File: src/rtl/seq_det_pkg.sv
// Shared types and default sizing for the serial pattern-detector sequencer.
package seq_det_pkg;

  typedef enum logic [2:0] {
    IDLE,
    FLUSH,
    SHIFT,
    DRAIN,
    DONE
  } state_t;

  localparam int DEF_WIDTH   = 16;
  localparam int DEF_CNT_W   = 5;
  localparam int DEF_DET_LAT = 1;

endpackage

File: src/rtl/seq_det_piso.sv
// Loadable LSB-first parallel-in/serial-out shift register.
// head is always the next bit to be sent; pre_shift drops bit 0 at load time.
module seq_det_piso #(
  parameter int WIDTH = 16
) (
  input  logic             clock,
  input  logic             reset,
  input  logic             load,
  input  logic             pre_shift,
  input  logic             shift,
  input  logic [WIDTH-1:0] data_in,
  output logic             head
);

  logic [WIDTH-1:0] sr;

  always_ff @(posedge clock or negedge reset) begin
    if (!reset) begin
      sr <= '0;
    end else if (load) begin
      // pre_shift is used when bit 0 leaves on the load edge itself
      sr <= pre_shift ? (data_in >> 1) : data_in;
    end else if (shift) begin
      sr <= sr >> 1;
    end
  end

  assign head = sr[0];

endmodule

File: src/rtl/seq_det_scan_ctrl.sv
// Feeds parallel words bit-serially into a pattern detector and collects
// per-bit detection results (count and position mask) for each word.
module seq_det_scan_ctrl
  import seq_det_pkg::*;
#(
  parameter int WIDTH   = DEF_WIDTH,
  parameter int CNT_W   = DEF_CNT_W,
  parameter int DET_LAT = DEF_DET_LAT
) (
  input  logic             clock,
  input  logic             reset,
  input  logic             start_valid,
  output logic             start_ready,
  input  logic [WIDTH-1:0] data_in,
  input  logic             fresh,
  output logic             serial_out,
  output logic             det_reset_n,
  input  logic             detect_in,
  output logic             busy,
  output logic             done,
  output logic [CNT_W-1:0] hit_count,
  output logic [WIDTH-1:0] hit_mask
);

  localparam int CYC_W      = $clog2(WIDTH + DET_LAT + 1);
  localparam int LAST_SHIFT = WIDTH - 1;
  localparam int LAST_CYC   = WIDTH + DET_LAT - 1;

  state_t           state, state_next;
  logic [CYC_W-1:0] cyc, cyc_next;
  logic             serial_next;
  logic             accept;
  logic             sampling;
  logic             piso_head;
  logic [WIDTH-1:0] hit_vec;

  assign start_ready = (state == IDLE) || (state == DONE);
  assign busy        = ~start_ready;
  assign done        = (state == DONE);
  assign accept      = start_valid & start_ready;
  assign sampling    = (state == SHIFT) || (state == DRAIN);

  seq_det_piso #(
    .WIDTH(WIDTH)
  ) u_piso (
    .clock    (clock),
    .reset    (reset),
    .load     (accept),
    .pre_shift(~fresh),
    .shift    ((state == FLUSH) || (state == SHIFT)),
    .data_in  (data_in),
    .head     (piso_head)
  );

  // Sample taken at the end of cycle c belongs to bit c-DET_LAT.
  for (genvar gi = 0; gi < WIDTH; gi++) begin : g_hit
    assign hit_vec[gi] = sampling & detect_in & (cyc == CYC_W'(gi + DET_LAT));
  end

  always_comb begin
    state_next  = state;
    cyc_next    = cyc;
    serial_next = 1'b0;
    case (state)
      IDLE, DONE: begin
        if (accept) begin
          state_next  = fresh ? FLUSH : SHIFT;
          cyc_next    = '0;
          serial_next = fresh ? 1'b0 : data_in[0];
        end else begin
          state_next = IDLE;
        end
      end
      FLUSH: begin
        state_next  = SHIFT;
        serial_next = piso_head;
      end
      SHIFT: begin
        cyc_next = cyc + CYC_W'(1);
        if (cyc == CYC_W'(LAST_SHIFT)) begin
          state_next = (DET_LAT == 0) ? DONE : DRAIN;
        end else begin
          serial_next = piso_head;
        end
      end
      DRAIN: begin
        cyc_next = cyc + CYC_W'(1);
        if (cyc == CYC_W'(LAST_CYC)) begin
          state_next = DONE;
        end
      end
      default: state_next = IDLE;
    endcase
  end

  always_ff @(posedge clock or negedge reset) begin
    if (!reset) begin
      state       <= IDLE;
      cyc         <= '0;
      serial_out  <= 1'b0;
      det_reset_n <= 1'b0;
      hit_count   <= '0;
      hit_mask    <= '0;
    end else begin
      state       <= state_next;
      cyc         <= cyc_next;
      serial_out  <= serial_next;
      // the detector is held in reset only for the single flush cycle
      det_reset_n <= (state_next != FLUSH);
      if (accept) begin
        hit_count <= '0;
        hit_mask  <= '0;
      end else if (|hit_vec) begin
        hit_count <= hit_count + CNT_W'(1);
        hit_mask  <= hit_mask | hit_vec;
      end
    end
  end

endmodule

File: config.mk
export PLATFORM = sky130hd
export DESIGN_NAME = seq_det_scan_ctrl
export DESIGN_NICKNAME = d
export VERILOG_FILES = /design/src/rtl/seq_det_pkg.sv /design/src/rtl/seq_det_piso.sv /design/src/rtl/seq_det_scan_ctrl.sv
export SDC_FILE = /design/constraint.sdc
export NUM_CORES = 1
export LEC_CHECK = 0
export ABC_AREA = 1
export ABC_CLOCK_PERIOD_IN_PS = 2000
export CAP_MARGIN = 20
export CORE_AREA = 2 2 97 99
export CTS_BUF_LIST = sky130_fd_sc_hd__clkbuf_8 sky130_fd_sc_hd__clkbuf_16
export CTS_CLUSTER_SIZE = 12
export DETAILED_ROUTE_END_ITERATION = 7
export DIE_AREA = 0 0 99 101
export PLACE_DENSITY = 0.51
export SYNTH_ARGS = -nofsm -noshare
export SYNTH_HDL_FRONTEND = slang
export SYNTH_HIERARCHICAL = 1
export SYNTH_SLANG_ARGS = --single-unit
export TNS_END_PERCENT = 30
File: constraint.sdc
create_clock -name clock -period 2 [get_ports clock]
set_input_delay 0.2 -clock clock [delete_from_list [all_inputs] [get_ports clock]]
set_output_delay 0.2 -clock clock [all_outputs]
set_load 0.005 [all_outputs]
==> reports/qor.yml, run 1 <==
seqPwrFrac_pct: 35.6
cp_max_fo: 4
reg2reg_from: "cyc[0]"
yosys_warnings: 6
tightest_slew_ps: 612
final_util_pct: 36.4
gp_congestion: 0.833
cpPeakStageDelay_ps: 500
antenna_found_initial: 0
crit_top_cell: "nor2_1"
finClkSkew_ps: 5.45
finalSetupViolations: 0
crit_required_ps: 1800
drt_pre_antenna_iters: 4
drc_errors: 0
hp-class: "in2async"
grt_pass1_vias: 2150
crit_slowest_cell: "clkdlybuf4s50_1"
endpoint_kind: "primary output"
slew_violations: 0
dp_hpwl_mm: 4.33
start_util_pct: 29.0
cts.sinks: 47
swShare_pct: 41.7
io_pins: 47
grt_first_pass_wirelength_mm: 10.3
power_switching_mw: 1.90
path_class: "reg2out"
cts_buffers: 5
drt_iter0_drc: 68
fin_crit_sh_pct: 91.7
area_delta_synth_final_pct: 25.5
num_vias: 2214
grt.overflow.total: 0
hold_viol_final: 14
crit_chain: "nor2_1 -> inv_1 -> nor2_1 -> clkdlybuf4s50_1"
postLayoutSetupSlackWorst_ps: 166
cellPowerDensity_nw_per_um2: 1400
h-tree-depth: 2
synth_top_area_share_pct: 45.2
yosysUniqueCellTypes: 34
syn_area_per_cell_um2: 8.01
core_area_um2: 8980
final.min_clock_period_ps: 1830
cts_max_path_buffers: 2
relSlewSlack_pct: 59.2
vdd.ir_drop.worst_mv: 0.373
yosysMostFrequentCell: "nand2_1"
clk_pin_slew_worst_paths_ps: 90
vias_per_cell: 4.55
nets: 402
synth_common_cells: "60 x nand2_1, 53 x nor2_1, 47 x dfrtp_1, 35 x inv_1, 27 x nand3_1"
p_clk_share_pct: 13.8
grt_usage_pct: 12.7
combPwrFrac_pct: 50.5
root_buffer: "clkbuf_8"
die_y_um: 101
ys_seq_elements: 47
cp-startpoint: "state[1]"
finalSetupTns_ps: 0
drv_cap: 0
internal_power_mw: 2.66
diodes: 0
violations: "negative hold slack"
whs_ps: -16.1
arrival_ps: 1630
ys_seq_area_share_pct: 45.2
syn_area_um2: 2600
synth_top_area_cell: "dfrtp_1"
ant_nets: 0
die-area_um2: 10000
p_leak_nw: 1.55
synthesis.nets: 352
ys.flop_type: "dfrtp_1"
drive_gt1_share_pct: 12.5
die_w_um: 99
synth.area.top_cells: "dfrtp_1 45%, nand2_1 8.7%, nor2_1 7.6%, nand3_1 5.2%, inv_1 5.0%"
dpl_worst_slack_ps: 170
max_freq_mhz: 545
rsz0062_at_grt: "no"
numPortBuffers: 46
tritoncts: "yes"
drt-total-wl_mm: 5.85
cp-start-kind: "register"
wl_per_cell_um: 12.0
async_flop_share_pct: 100
fp-row-count: 35
grt_start_max_net_pins: 48
clk_latency_ps: 300
status: "finished with violations"
syn_inst: 325
synth_edf_count: 0
==> worst max-delay path: cells and delay by family, from the launching register on <==
family / cells / cell delay [ps]
DFF: 1 / 450
and+or+nand+nor: 2 / 310
buffers and inverters: 2 / 580
==> cells in the final DEF (no fill, tap or decap) <==
cell and instances:
nand2_1 60, nor2_1 53, dfrtp_1 47, clkdlybuf4s50_1 45
inv_1 35, nand3_1 27, a21oi_1 24, o21ai_0 17
inv_2 7, clkbuf_8 7, buf_4 7, nor2_2 5
nand2_2 5, ha_1 5, o21ai_1 3, nor3_1 3
nand3_2 2, o211ai_2 2, nor2_8 2, xor2_1 2
o22ai_1 2, nor3b_1 1, a32o_1 1, nand3_4 1
nand4_1 1, nand2_4 1, a31oi_1 1, nor4_1 1
xnor2_1 1, ha_2 1, clkinvlp_4 1, buf_2 1
inv_4 1, inv_8 1, nand2_8 1, a21oi_2 1
o31ai_2 1
==> what timing repair did <==
action | CTS | global route
setup buffers | 0 | 0
setup endpoints to repair | 0 | 1
hold buffers | 0 | 0
gates resized for setup | 0 | 1
==> power by group through the flow <==
stage / sequential (mW) / clock, mW / combinational, mW
6_report: 1.63 / 0.630 / 2.31
5_1_grt: 1.69 / 0.700 / 2.60
4_1_cts: 1.63 / 0.658 / 2.34
3_5_place_dp: 1.64 / 0 / 2.34
3_3_place_gp: 1.64 / 0 / 2.32
2_1_floorplan: 1.60 / 0 / 1.62
==> path summary, 6_finish.rpt <==
check                      slack [ps]  cells after the start            end
min in group clock                480                      3  u_piso/sr[15]
max reg2reg                       220                     12   hit_count[3]
min reg2reg                       510                      2    hit_mask[4]
max                               170                      4           done
min                               -20                      2   hit_mask[13]
max in group asynchronous        1590                      2       state[2]
==> cell type report <==
cell class | instances | area (um^2)
multi-input combinational | 224 | 1160
inverter | 44 | 175
clock buffer | 7 | 96.3
timing repair buffer | 53 | 508
fill | 929 | 5710
clock inverter | 1 | 7.51
tap | 111 | 139
sequential | 47 | 1180
==> layer usage <==
| metal | global-route usage [%] | wire, um |
|---|---|---|
| met1 | 16.7 | 2850 |
| met2 | 20.1 | 2700 |
| met3 | 2.77 | 261 |
| met4 | 5.69 | 28 |
| met5 | 0 | 0 |
==> registers in the layout, indices dropped and copies added (netlist names) <==
| name | cells |
|---|---|
| state | 3 |
| cyc | 5 |
| serial_out | 1 |
| hit_count | 5 |
| det_reset_n | 1 |
| u_piso/sr | 16 |
| hit_mask | 16 |
==> metrics by stage <==
step	hold slack (ps)	instances	instance area [um^2]	total power, mW
finish	-16.1	487	3270	4.56
CTS	13.7	487	3260	4.62
detailed placement	343	479	3160	3.98
global placement	343	479	3160	3.96
floorplan	-95.6	325	2600	3.21
global route	41.9	487	3270	4.99
==> kinds of logic (layout without fill, tap and decap cells) <==
kind of cell,Yosys count,after routing,synth area share (%)
adder cells (fa/ha/maj),6,6,2.88
AND/OR/NAND/NOR,163,163,29.4
flip-flops,47,47,45.2
AO/OA/AOI/OAI,52,52,11.3
XOR/XNOR,3,3,1.01
buffers and inverters,54,105,10.1
(Power assumes the default switching activity.)
==> run 2, diff against run 1 <==
Settings changed: PLACE_DENSITY 0.51 to not set, PLACE_DENSITY_LB_ADDON set to 0.08, TNS_END_PERCENT 30 to 20.
==> run 2 against run 1 <==
Net effect:
- critical endpoint is now hit_count[1]
- the flow now finishes without violations
- clock skew is 6.1 ps higher
- global-route usage is 0.54 points higher
- flip-flop and latch count stayed put
- maximum frequency is 0.47% higher
- utilization is 0.17 points higher
- setup slack better by 8.6 ps
- non-clock buffer count is 1 lower
- combinational power hardly changed
- sequential power hardly changed
==> reports/qor.yml, run 2 (synthesis gave the netlist of run 1 again) <==
grt_pass1_vias: 2221
cts_buffers: 5
finClkSkew_ps: 11.6
hp-class: "in2async"
antenna_found_initial: 0
finalSetupViolations: 0
crit_required_ps: 2200
drv_cap: 0
final.min_clock_period_ps: 1830
postLayoutSetupSlackWorst_ps: 175
cp-start-kind: "register"
swShare_pct: 42.9
numPortBuffers: 46
nets: 401
dpl_worst_slack_ps: 165
grt_usage_pct: 13.2
max_freq_mhz: 548
cp_max_fo: 6
p_clk_share_pct: 12.9
power_mw: 4.53
die_w_um: 99
hold_viol_final: 0
cts_setup_buffers: 0
drc_errors: 0
die_y_um: 101
regToRegSetupSlack_ps: 170
tritoncts: "yes"
endpoint_kind: "register"
cts_max_path_buffers: 2
grt_first_pass_wirelength_mm: 10.7
r2r-end: "hit_count[1]"
grt.overflow.total: 0
p_leak_nw: 1.55
arrival_ps: 2020
fp-row-count: 35
cts.sinks: 47
num_vias: 2195
finalSetupTns_ps: 0
slew_violations: 0
core_area_um2: 8980
drt_pre_antenna_iters: 6
dp_hpwl_mm: 4.60
reg2reg_from: "cyc[0]"
grt_start_max_net_pins: 28
tightest_slew_ps: 515
area_delta_synth_final_pct: 26.1
power_switching_mw: 1.94
most-common-layout-cells: "60 x nand2_1, 53 x nor2_1, 47 x dfrtp_1, 45 x clkdlybuf4s50_1, 35 x inv_1"
vias_per_cell: 4.52
ant_nets: 0
drive_gt1_share_pct: 11.7
diodes: 0
wl_per_cell_um: 12.9
root_buffer: "clkbuf_8"
relSlewSlack_pct: 65.7
vdd.ir_drop.worst_mv: 0.426
r2r_cells: 12
cts_resized: 0
cellPowerDensity_nw_per_um2: 1380
io_pins: 47
drt-total-wl_mm: 6.28
seqPwrFrac_pct: 35.8
final_common_cell: "nand2_1"
h-tree-depth: 2
die-area_um2: 10000
drt_iter0_drc: 118
path_class: "reg2reg"
clk_latency_ps: 300
status: "finished clean"
clk_pin_slew_worst_paths_ps: 100
internal_power_mw: 2.59
reg_top3: "hit_mask (16), u_piso/sr (16)"
gp_congestion: 0.815
rsz0062_at_grt: "no"
combPwrFrac_pct: 51.3
start_util_pct: 29.0
fin_crit_sh_pct: 91.3
## run 2: changes by cell type in the layout (fill, tap and decap cells not counted)
cell | previous run | this run
ha_1 | 5 | 6
buf_4 | 7 | 2
clkinvlp_4 | 1 | 2
clkbuf_8 | 7 | 5
buf_12 | 0 | 3
ha_2 | 1 | 0
dlygate4sd3_1 | 0 | 1
clkinv_2 | 0 | 1
## run 2: cell type report
class | instances | area (um^2)
fillers | 937 | 5700
flip-flops and latches | 47 | 1180
multi-input cells | 224 | 1160
repair buffers | 52 | 541
inverters | 44 | 175
well taps | 111 | 139
clock buffers | 5 | 68.8
clock inverters | 3 | 20.0
## run 2: worst max-delay path by stage
stage / depth (start not counted) / end / startpoint
2_1_floorplan: 12 / hit_count[0] / cyc[0]
3_3_place_gp: 12 / hit_count[4] / cyc[0]
3_5_place_dp: 12 / hit_count[1] / cyc[0]
4_1_cts: 12 / hit_count[1] / cyc[0]
5_1_grt: 12 / hit_count[4] / cyc[0]
6_report: 12 / hit_count[1] / cyc[0]
## run 2: what timing repair did
action | CTS | global route
endpoints found under the hold margin | 20 | 0
hold buffers | 1 | 0
setup endpoints to repair | 0 | 0
## run 2: critical path, stage by stage, from the launching register on
cell and delay (ps):
dfrtp_1 430, ha_1 250, inv_1 60, nor2_1 40
ha_1 210, nand3_1 110, nand2_1 80, nor2_2 100
nand2_2 90, nor2_8 160, nand2_4 80, nand2_1 60
nand2_1 50
## run 2: metrics by stage
stage | util, % | instance area (um^2) | cells | hold WS (ps)
finish | 36.6 | 3280 | 486 | 389
global route | 36.6 | 3280 | 486 | 436
CTS | 36.6 | 3280 | 486 | 410
detailed placement | 35.5 | 3180 | 477 | 209
global placement | 35.5 | 3180 | 477 | 209
floorplan | - | 2600 | 325 | -95.6
## run 2: layer usage
metal  vias to the layer above  track usage [%]  wire length [um]
met3                         6             2.50               210
met4                         0             3.58                77
met1                      1022             16.9              2950
li1                       1127                -                 -
met5                         -                0                 0
met2                        40             23.0              3040
## run 2: power by group through the flow
stage          registers [mW]  clock network [mW]  logic, mW
2_1_floorplan            1.60                   0       1.62
4_1_cts                  1.63               0.622       2.36
3_3_place_gp             1.64                   0       2.35
6_report                 1.62               0.586       2.32
5_1_grt                  1.68               0.651       2.64
3_5_place_dp             1.64                   0       2.36
